==> config.mk <==
export PLATFORM = sky130hd
export DESIGN_NAME = jtframe_ba_fetch
export DESIGN_NICKNAME = d
export VERILOG_FILES = /design/src/rtl/jtframe_ba_fetch.sv
export SDC_FILE = /design/constraint.sdc
export NUM_CORES = 1
export LEC_CHECK = 0
export ABC_CLOCK_PERIOD_IN_PS = 6300
export CORE_UTILIZATION = 57
export DETAILED_ROUTE_END_ITERATION = 10
export GPL_TIMING_DRIVEN = 0
export PLACE_DENSITY = 0.86
export SLEW_MARGIN = 20
export SYNTH_ARGS = -nofsm -noshare
export SYNTH_HDL_FRONTEND = slang
export SYNTH_SLANG_ARGS = --single-unit
==> constraint.sdc <==
create_clock -name clk -period 6.3 [get_ports clk]
set_input_delay 0.945 -clock clk [delete_from_list [all_inputs] [get_ports clk]]
set_output_delay 0.945 -clock clk [all_outputs]
set_load 0.02 [all_outputs]
==> src/rtl/jtframe_ba_fetch.sv <==
// jtframe_ba_fetch: single-line read cache in front of one SDRAM controller
// bank read port. A reader word request hits the buffered BURST-word line
// with one cycle of latency; a miss fetches the aligned line through the
// rd/ack/dst/dok/rdy handshake and then reports ok.
module jtframe_ba_fetch #(
  parameter int AW    = 22,
  parameter int BURST = 4
) (
  input  logic          clk,
  input  logic          rst_n,
  input  logic          inval,
  input  logic [AW-1:0] addr,
  input  logic          cs,
  output logic          ok,
  output logic [15:0]   dout,
  output logic          err,
  output logic [AW-1:0] ba_addr,
  output logic          ba_rd,
  input  logic          ba_ack,
  input  logic          ba_dst,
  input  logic          ba_dok,
  input  logic          ba_rdy,
  input  logic [15:0]   data_read
);

  localparam int BW = $clog2(BURST);
  // One extra bit so the word counter can saturate at BURST
  localparam int CW = BW + 1;

  typedef enum logic [1:0] {IDLE, REQ, FILL} state_t;

  state_t            state_reg;
  logic [15:0]       buf_mem [BURST];
  logic [AW-BW-1:0]  tag_reg;
  logic              valid_reg;
  logic              inval_pend_reg;
  logic [CW-1:0]     cnt_reg;

  logic              hit;
  logic              filling;
  logic [CW-1:0]     wr_idx;
  logic [CW-1:0]     wr_idx_inc;
  logic              wr_en;
  logic              last_word;

  assign hit        = valid_reg && (addr[AW-1:BW] == tag_reg);
  assign filling    = (state_reg != IDLE);
  // dst restarts the line at word 0 regardless of what was counted so far
  assign wr_idx     = ba_dst ? '0 : cnt_reg;
  // Words beyond BURST (overlong burst) are dropped rather than wrapping
  assign wr_en      = filling && ba_dok && (wr_idx < CW'(BURST));
  assign wr_idx_inc = (wr_idx == CW'(BURST)) ? wr_idx : wr_idx + 1'b1;
  assign last_word  = filling && ba_dok && ba_rdy;

  // Line buffer write port; data arriving while idle or in reset is ignored
  always_ff @(posedge clk) begin
    if (rst_n && wr_en) begin
      buf_mem[wr_idx[BW-1:0]] <= data_read;
    end
  end

  // Request/fill state machine with registered reader and controller outputs
  always_ff @(posedge clk) begin
    if (!rst_n) begin
      state_reg      <= IDLE;
      ok             <= 1'b0;
      dout           <= 16'h0000;
      err            <= 1'b0;
      ba_rd          <= 1'b0;
      ba_addr        <= '0;
      tag_reg        <= '0;
      valid_reg      <= 1'b0;
      cnt_reg        <= '0;
      inval_pend_reg <= 1'b0;
    end else begin
      case (state_reg)
        IDLE: begin
          dout <= buf_mem[addr[BW-1:0]];
          ok   <= cs && hit && !inval;
          if (inval) begin
            valid_reg <= 1'b0;
          end
          if (cs && !hit) begin
            ba_rd          <= 1'b1;
            ba_addr        <= {addr[AW-1:BW], {BW{1'b0}}};
            tag_reg        <= addr[AW-1:BW];
            valid_reg      <= 1'b0;
            cnt_reg        <= '0;
            inval_pend_reg <= 1'b0;
            ok             <= 1'b0;
            state_reg      <= REQ;
          end
        end
        default: begin
          // REQ and FILL share data capture: dok may come with or before ack
          ok <= 1'b0;
          if (state_reg == REQ && ba_ack) begin
            ba_rd     <= 1'b0;
            state_reg <= FILL;
          end
          if (inval) begin
            inval_pend_reg <= 1'b1;
          end
          if (ba_dok) begin
            cnt_reg <= wr_idx_inc;
          end
          if (last_word) begin
            err            <= err | (wr_idx != CW'(BURST - 1));
            valid_reg      <= !inval_pend_reg && !inval;
            inval_pend_reg <= 1'b0;
            ba_rd          <= 1'b0;
            state_reg      <= IDLE;
          end
        end
      endcase
    end
  end

endmodule
# After elaboration in Yosys (flattened, before gate mapping)
# Memory sizes are Yosys's and may differ from the RTL's. A register that Yosys moved wholly into a read port is not among the register bits.
# Index checks and enable logic that the tools add are counted.
# word_totals
latchBits	0
romBits	0
input_bits	46
register_bits	30
ramBits	64
mem_count	1
# mem_list
memory	words	width	read_ports	rd_ports_with_merged_regs	write_ports	line_no	source
buf_mem	4	16	1	1	1	33	logic [15:0] buf_mem [BURST];
# op_classes
bitwise_logic	3
n_reduce_logical	27
shift	0
n_addsub	1
magnitude_cmp	1
n_mux	23
mul	0
n_eq_ne	6
div	0
# ops
operator	n
$eq A20 B20 Y1	1
$mux W3	5
$mux W1	14
$reduce_and A2 Y1	6
$logic_and A1 B1 Y1	10
$mux W2	4
$reduce_bool A2 Y1	3
$reduce_bool A3 Y1	2
$logic_not A1 Y1	4
$add A3 B1 Y3 const B	1
$eq A3 B3 Y1 const B	1
$lt A3 B3 Y1 const B	1
$ne A3 B2 Y1 const B	1
$ne A3 B3 Y1 const B	1
$reduce_or A3 Y1	1
$eq A2 B1 Y1 const B	1
$logic_not A2 Y1	1
$ne A2 B2 Y1 const B	1
$not A1 Y1	2
$or A1 B1 Y1	1

# Logic depth before layout (Yosys ltp)
# Gate-level depths: netlist of run 1.
# depth
ltp_word	6
depth_mapped	7
ltp_nobuf	7

# Least setup slack after synthesis of run 1
# OpenSTA, ideal clock, no wires.
# synth_path
path_kind	input-to-reg
from	input port ba_dst
to	memory buf_mem[0][0], enable pin
n_path_buf	0
slack_ps	3401
t_arrival_ps	2490
t_required_ps	5891
stages	4
cell_sequence	nand2b_1 -> ha_1 -> inv_1 -> nor3_1
# synth_via
elab_chain_cells	6
# synth_lines
item	line_no	source
from (decl)	20	input logic ba_dst,
$mux W3 (*)	49	assign wr_idx = ba_dst ? '0 : cnt_reg;
$lt A3 B3 Y1	51	assign wr_en = filling && ba_dok && (wr_idx < CW'(BURST));
$logic_and A1 B1 Y1	51	
$logic_and A1 B1 Y1	57	if (rst_n && wr_en) begin
$mux W1	57	
$mux W1 (not written as such)	58	buf_mem[wr_idx[BW-1:0]] <= data_read;
to (decl)	33	
# Every way passes the cells marked *; elsewhere a longest branch is shown, timed or not.

# Worst setup path after layout of run 1
# layout_path
from	input port addr[10]
to	register inval_pend_reg
# layout_via
elab_chain_cells	6
# layout_lines
item	line_no	source
from (decl)	12	input logic [AW-1:0] addr,
$eq A20 B20 Y1	46	assign hit = valid_reg && (addr[AW-1:BW] == tag_reg);
$logic_and A1 B1 Y1	46	
$logic_not A1 Y1	83	if (cs && !hit) begin
$logic_and A1 B1 Y1	83	
$ne A2 B2 Y1 (no source line)	--	
$reduce_and A2 Y1 (no source line)	--	
to (signal assigned)	74	inval_pend_reg <= 1'b0;
to (signal assigned)	89	inval_pend_reg <= 1'b0;
to (signal assigned)	102	inval_pend_reg <= 1'b1;
to (decl)	36	logic inval_pend_reg;
# No other way between the ends.
# A chain may end at the register's enable or synchronous reset.

==> run metrics, run 1 <==
status=finished, final reports clean; CP Launch Type=primary input; post-route clock period utilization=46.22%; Seq/Total Area, Yosys=58.11%; root buffer cell=clkbuf_8; average routed wire per standard cell=18.55 um; CP Depth=7; critical path endpoint category=register; NumNets Final=562; final setup fails=0; Worst R2R Path Depth=6; area share of the largest cell type after synthesis=39.57%; GRT overflow=0; Max Clock Skew=0.01267 ns; Hold Path Origin=dout[4]$_SDFFE_PN0P_; max cap viols=0; met1 wire length=4.736 mm; Via-to-Cell Ratio=6.122; IO Count=87; hpwl dp=8.028 mm; Mapped Area=4857 um^2; PD cells=244.0 nW/um^2; top routing layer in use=met4; top_reg_cell synth=edfxtp_1; DRT Pass-1 Iters=5; met2 WL=5.651 mm; peak supply drop=0.0001761 V; overall routing resource usage=26.48%; EDFF count, synth=64; Syn Area/Cell=11.68 um^2; worst hold stages=2; CP bufs+invs=2; hold_buf cts=0; WP data required=6.60 ns; headroom to the max-slew limit=41.16%; Final ANT Viol Nets=0; Post-CTS Resized=0; synth top area cells=edfxtp_1 40%, dfxtp_1 19%, mux4_2 7.4%; Worst Tran Pin Value=0.8826 ns; Routability Congestion=0.8678; Warnings, synthesis=0; clk buf depth=2; LEAKAGE=2.231 nW; total negative setup slack=0 ns; Final Hold Fails=0; H-tree depth=3; post-synthesis register bit count=109; ant diodes=0; crit path cell chain=clkdlybuf4s50_1 -> xor2_1 -> nor4_2 -> nand4_2 -> buf_2 -> o31ai_1 -> nor3b_2; die width=94.31 um; Worst-Skew Late Latency=0.38 ns; die height=94.31 um; total power=1.468 mW; cts bufs inserted=9; Async SR Flop Fraction=0%; met3 wire len=759 um; HP Class=reg -> reg; Reg area=2823 um^2; Synth area leader=edfxtp_1; initial antenna violation count=0; post-CTS setup repair buffer count=0; worst r2r src=ba_addr[10]$_SDFFE_PN0P_; row count=33; core box area=8217 um^2; vias in the first global route=3576; distinct cell type count after synthesis=39; area delta synth->final=23.88%; post-route minimum period=2.912 ns; WS Path Type=in -> reg; Largest register FFs=64; Arr. time, crit path=3.21 ns; Via Count=3802; clk sink count=109; clock-pin slew on the worst setup and hold paths=0.11 ns; largest fanout on the critical path=10; Iter 0 DRT Violations=359; multi-input logic area=1894 um^2; I/O Buffers=81; Commonest cells post-synth=64 x edfxtp_1, 64 x nand2_1, 45 x dfxtp_1; Worst path max stage delay=0.46 ns; number of remaining DRC errors=0; Slew Limit Fails=0; CTS tree=yes; Die ar.=8894 um^2; slowest cell on the critical path=clkdlybuf4s50_1; fill count=559; worst setup path startpoint=addr[10]; RSZ-0062 raised after global routing=no; final wirelength=11.52 mm; first-pass GRT wire length=17.55 mm; largest net degree at the start of global routing=22; Max Clk Rate=0.3434 GHz; delay-heaviest family, CP=simple AND/OR/NAND/NOR gates; Cells after Synth=416; share of layout cells above drive strength 1=9.302%; Initial Util=59.11%
## layer usage
layer | vias to the layer above | global-route usage [%]
li1 | 1739 | -
met1 | 1837 | 35.28
met2 | 182 | 42.03
met3 | 44 | 4.693
met4 | 0 | 12.82
met5 | - | 0
## metrics by stage
| step | util, % | hold WS (ns) | worst slack [ns] | instances | instance area, um^2 |
|---|---|---|---|---|---|
| after floorplan | - | 0.4689 | 3.401 | 417 | 4861 |
| after global placement | 70.63 | 0.4436 | 2.012 | 603 | 5803 |
| after detailed placement | 70.87 | 0.4523 | 3.103 | 605 | 5823 |
| after CTS | 73.23 | 0.4680 | 3.466 | 621 | 6017 |
| after global routing | 73.23 | 0.4819 | 3.224 | 621 | 6017 |
| final | 73.23 | 0.4622 | 3.388 | 621 | 6017 |
## final cells by class
class                           instances  share of cell area, %
Tap cell                              105                  2.183
Inverter                                4                 0.2495
Sequential cell                       109                  46.91
Buffer                                 32                  2.225
Clock inverter                          7                  1.164
Multi-Input combinational cell        272                  31.48
Clock buffer                            9                  2.059
Timing Repair Buffer                   83                  13.72
## report_power, final
part           internal (mW)  switching [mW]
logic                  0.120           0.126
registers              0.782          0.0230
clock network          0.157           0.261
## cells in the final DEF, fill, tap and decap left out, types with 3 or more instances in the layout
cell type,synthesis,routed
a21oi_1,22,22
mux4_2,16,16
inv_1,3,3
nand2_1,64,64
buf_4,2,4
and3_1,22,22
o21ai_0,20,20
dfxtp_1,45,45
and2_1,3,3
nand2b_1,5,5
or4_1,21,21
ha_1,5,5
inv_6,0,3
xnor2_1,4,4
clkbuf_1,25,25
nand3_1,21,21
nor2_1,9,9
a2bb2oi_1,20,20
buf_2,4,4
clkbuf_8,0,9
nor4_1,3,3
clkdlybuf4s50_1,0,81
edfxtp_1,64,64
xor2_1,16,16
## tightest hold or removal path: stages, from the launching register on
cell and delay (ns):
dfxtp_1 0.33, nand2_1 0.05, a21oi_1 0.05
## worst paths after layout
kind | slack (ns) | to
worst max-delay path | 3.39 | inval_pend_reg$_SDFFE_PN0P_
worst min-delay path | 0.46 | dout[4]$_SDFFE_PN0P_
worst max register to register | 4.07 | inval_pend_reg$_SDFFE_PN0P_
worst min register to register | 0.46 | dout[4]$_SDFFE_PN0P_
## cells by family (layout without fill, tap and decap cells)
logic type	count (synthesis)	in the layout	synth area share [%]
other	1	2	0.07721
AOI/OAI and AO/OA	71	71	9.300
xor gates and xnor gates	20	20	3.606
adders and majority gates	5	5	1.288
buffers and inverters	36	135	3.065
DFF	109	109	58.11
muxes	16	16	7.419
and+or+nand+nor	158	158	17.13
No activity file was read; power rests on OpenSTA's default activity.
==> inputs of run 2 (changes only) <==
- ABC_CLOCK_PERIOD_IN_PS: 6300 -> 2600
- CORE_UTILIZATION: 57 -> 47
- PLACE_DENSITY: 0.86 -> 0.75
- clock period: 6.3 -> 2.6 ns (I/O delays scaled with it)
==> run metrics, run 2 (synthesis gave the netlist of run 1 again) <==
LEAKAGE=2.241 nW (+0.45%); NumNets Final=562 (unchanged); DRT Pass-1 Iters=5 (unchanged); Routability Congestion=0.8515 (-1.9%); GRT overflow=0 (unchanged); CTS tree=yes; IO Count=87 (unchanged); clk sink count=109 (unchanged); Hold EP=state_reg[1]$_SDFFE_PN0P_; Max Clock Skew=0.01075 ns (-0.001915 ns); worst r2r src=state_reg[0]$_SDFFE_PN0P_; fill count=804 (+44%); initial antenna violation count=0 (unchanged); root buffer cell=clkbuf_8; post-route clock period utilization=86.04%; peak supply drop=0.0003993 V (+130%); Comb pwr share=16.5% (-0.3 points); r2r setup slk=0.36 ns (-3.71 ns); H-tree depth=3 (unchanged); Final Hold Fails=0 (unchanged); worst hold stages=3 (+1); overall routing resource usage=21.85% (-4.6 points); Worst R2R Path Depth=6 (unchanged); delay-heaviest family, CP=simple AND/OR/NAND/NOR gates; Worst-Skew Late Latency=0.38 ns (about the same); pre-CTS worst setup slack=-0.005371 ns (-3.108 ns); RSZ-0062 raised after global routing=no; slowest cell on the critical path=nor2_1; Worst Slack Setup Final=0.3630 ns (-3.025 ns); commonest non-fill, non-tap cell in the layout=clkdlybuf4s50_1; post-route minimum period=2.237 ns; cts bufs inserted=9 (unchanged); vias in the first global route=3631 (+1.5%); commonest non-fill, non-tap cells in the layout=81 x clkdlybuf4s50_1, 64 x nand2_1, 64 x edfxtp_1, 45 x dfxtp_1, 25 x clkbuf_1; Flop pwr share=53.6% (-1.2 points); max cap viols=0 (unchanged); area delta synth->final=25.19%; first-pass GRT wire length=18.35 mm (+4.6%); CP Launch Type=register; WS Path Type=reg -> reg; hpwl dp=8.018 mm (-0.12%); die width=103.7 um (+9.9%); final setup fails=0 (unchanged); Worst path max stage delay=0.55 ns (+0.09 ns); critical path endpoint category=register; Max Clk Rate=0.4470 GHz; core box area=9910 um^2 (+21%); largest net degree at the start of global routing=25 (+14%); average routed wire per standard cell=17.63 um (-4.9%); FF-to-FF End=cnt_reg[2]$_SDFFE_PN0P_; Largest register FFs=64 (unchanged); Arr. time, crit path=2.53 ns (-0.68 ns); Final ANT Viol Nets=0 (unchanged); WP data required=2.89 ns (-3.71 ns); number of remaining DRC errors=0 (unchanged); clk buf depth=2 (unchanged); final wirelength=11.45 mm (-0.63%); multi-input logic area=1894 um^2 (unchanged); die height=103.7 um (+9.9%); clock-pin slew on the worst setup and hold paths=0.12 ns (about the same); net switching power=1.038 mW (+150%); HP Class=in -> reg; status=finished, final reports clean; Via Count=3676 (-3.3%); Die ar.=10750 um^2 (+21%); CP bufs+invs=2 (unchanged); Iter 0 DRT Violations=324 (-9.7%); internal power=2.594 mW (+150%); Initial Util=49.02% (-10 points); Worst Tran Pin Value=0.9179 ns (+0.03527 ns); clock network power share=29.9% (+1.5 points); most used cell, CP=clkbuf_1; Slew Limit Fails=0 (unchanged); headroom to the max-slew limit=38.81% (-2.4 points); Reg area=2823 um^2 (unchanged); I/O Buffers=81 (unchanged); row count=36 (+9.1%); Via-to-Cell Ratio=5.664 (-7.5%); share of layout cells above drive strength 1=9.302% (unchanged); ant diodes=0 (unchanged); final core utilization=61.36% (-12 points); PD cells=597.4 nW/um^2 (+140%); Post-CTS Resized=0 (unchanged); post-CTS setup repair buffer count=0 (unchanged); hold_buf cts=0 (unchanged); Hold Path Origin=rst_n; crit path cell chain=nor2_1 -> and2_0 -> clkbuf_1 -> clkbuf_1 -> o31ai_1 -> and3_1; sw frac=28.58% (+0.64 points); largest fanout on the critical path=10 (unchanged)
## run 2: cell counts in the layout (fill, tap and decap cells not counted)
No cell type changed its count.
## run 2: worst max path at each step
stage / start / to / slack, ns / cells after the start
final: state_reg[0]$_SDFFE_PN0P_ / cnt_reg[2]$_SDFFE_PN0P_ / 0.36 / 6
after global routing: addr[10] / inval_pend_reg$_SDFFE_PN0P_ / 0.23 / 7
after CTS: state_reg[0]$_SDFFE_PN0P_ / cnt_reg[2]$_SDFFE_PN0P_ / 0.37 / 6
after detailed placement: addr[10] / inval_pend_reg$_SDFFE_PN0P_ / -0.005 / 7
after global placement: ba_dst / buf_mem[0][11]$_DFFE_PP_ / -1.13 / 5
after floorplan: state_reg[0]$_SDFFE_PN0P_ / buf_mem[0][0]$_DFFE_PP_ / 0.18 / 3
## run 2: cell type report
cell class | instances | share of cell area, %
repair buffers | 83 | 13.58
multi-input cells | 272 | 31.15
well taps | 133 | 2.737
flip-flops and latches | 109 | 46.42
clock buffers | 9 | 2.037
plain buffers | 32 | 2.202
inverters | 4 | 0.2469
clock inverters | 7 | 1.626
## run 2: worst reg2reg max path: cells and delay by family (launching register included)
kind,cells,cell delay [ns]
simple gates,3,0.98
buf+inv,2,0.57
flops,1,0.37
compound gates,1,0.24
## run 2: routing by layer
layer,share of wire (%),GRT usage [%]
met4,1.5,6.939
met3,5.7,4.531
met5,0,0
met1,43,28.80
met2,50,36.24
## run 2: through the flow
step / instance area, um^2 / setup TNS [ns] / hold slack [ns] / power, mW / instances
floorplan: 4861 / 0 / 0.4689 / 2.302 / 417
global placement: 5838 / -18.11 / 0.4446 / 2.566 / 631
detailed placement: 5858 / -0.005371 / 0.4486 / 2.584 / 633
CTS: 6081 / 0 / 0.4303 / 3.659 / 649
global route: 6081 / 0 / 0.4576 / 3.770 / 649
finish: 6081 / 0 / 0.4211 / 3.632 / 649
## run 2: power groups by stage
stage | Sequential, mW | Clock (mW) | Combinational, mW
floorplan | 2.05 | 0 | 0.252
global placement | 1.99 | 0 | 0.581
detailed placement | 1.99 | 0 | 0.597
CTS | 1.95 | 1.11 | 0.600
global route | 1.96 | 1.17 | 0.640
finish | 1.95 | 1.09 | 0.598
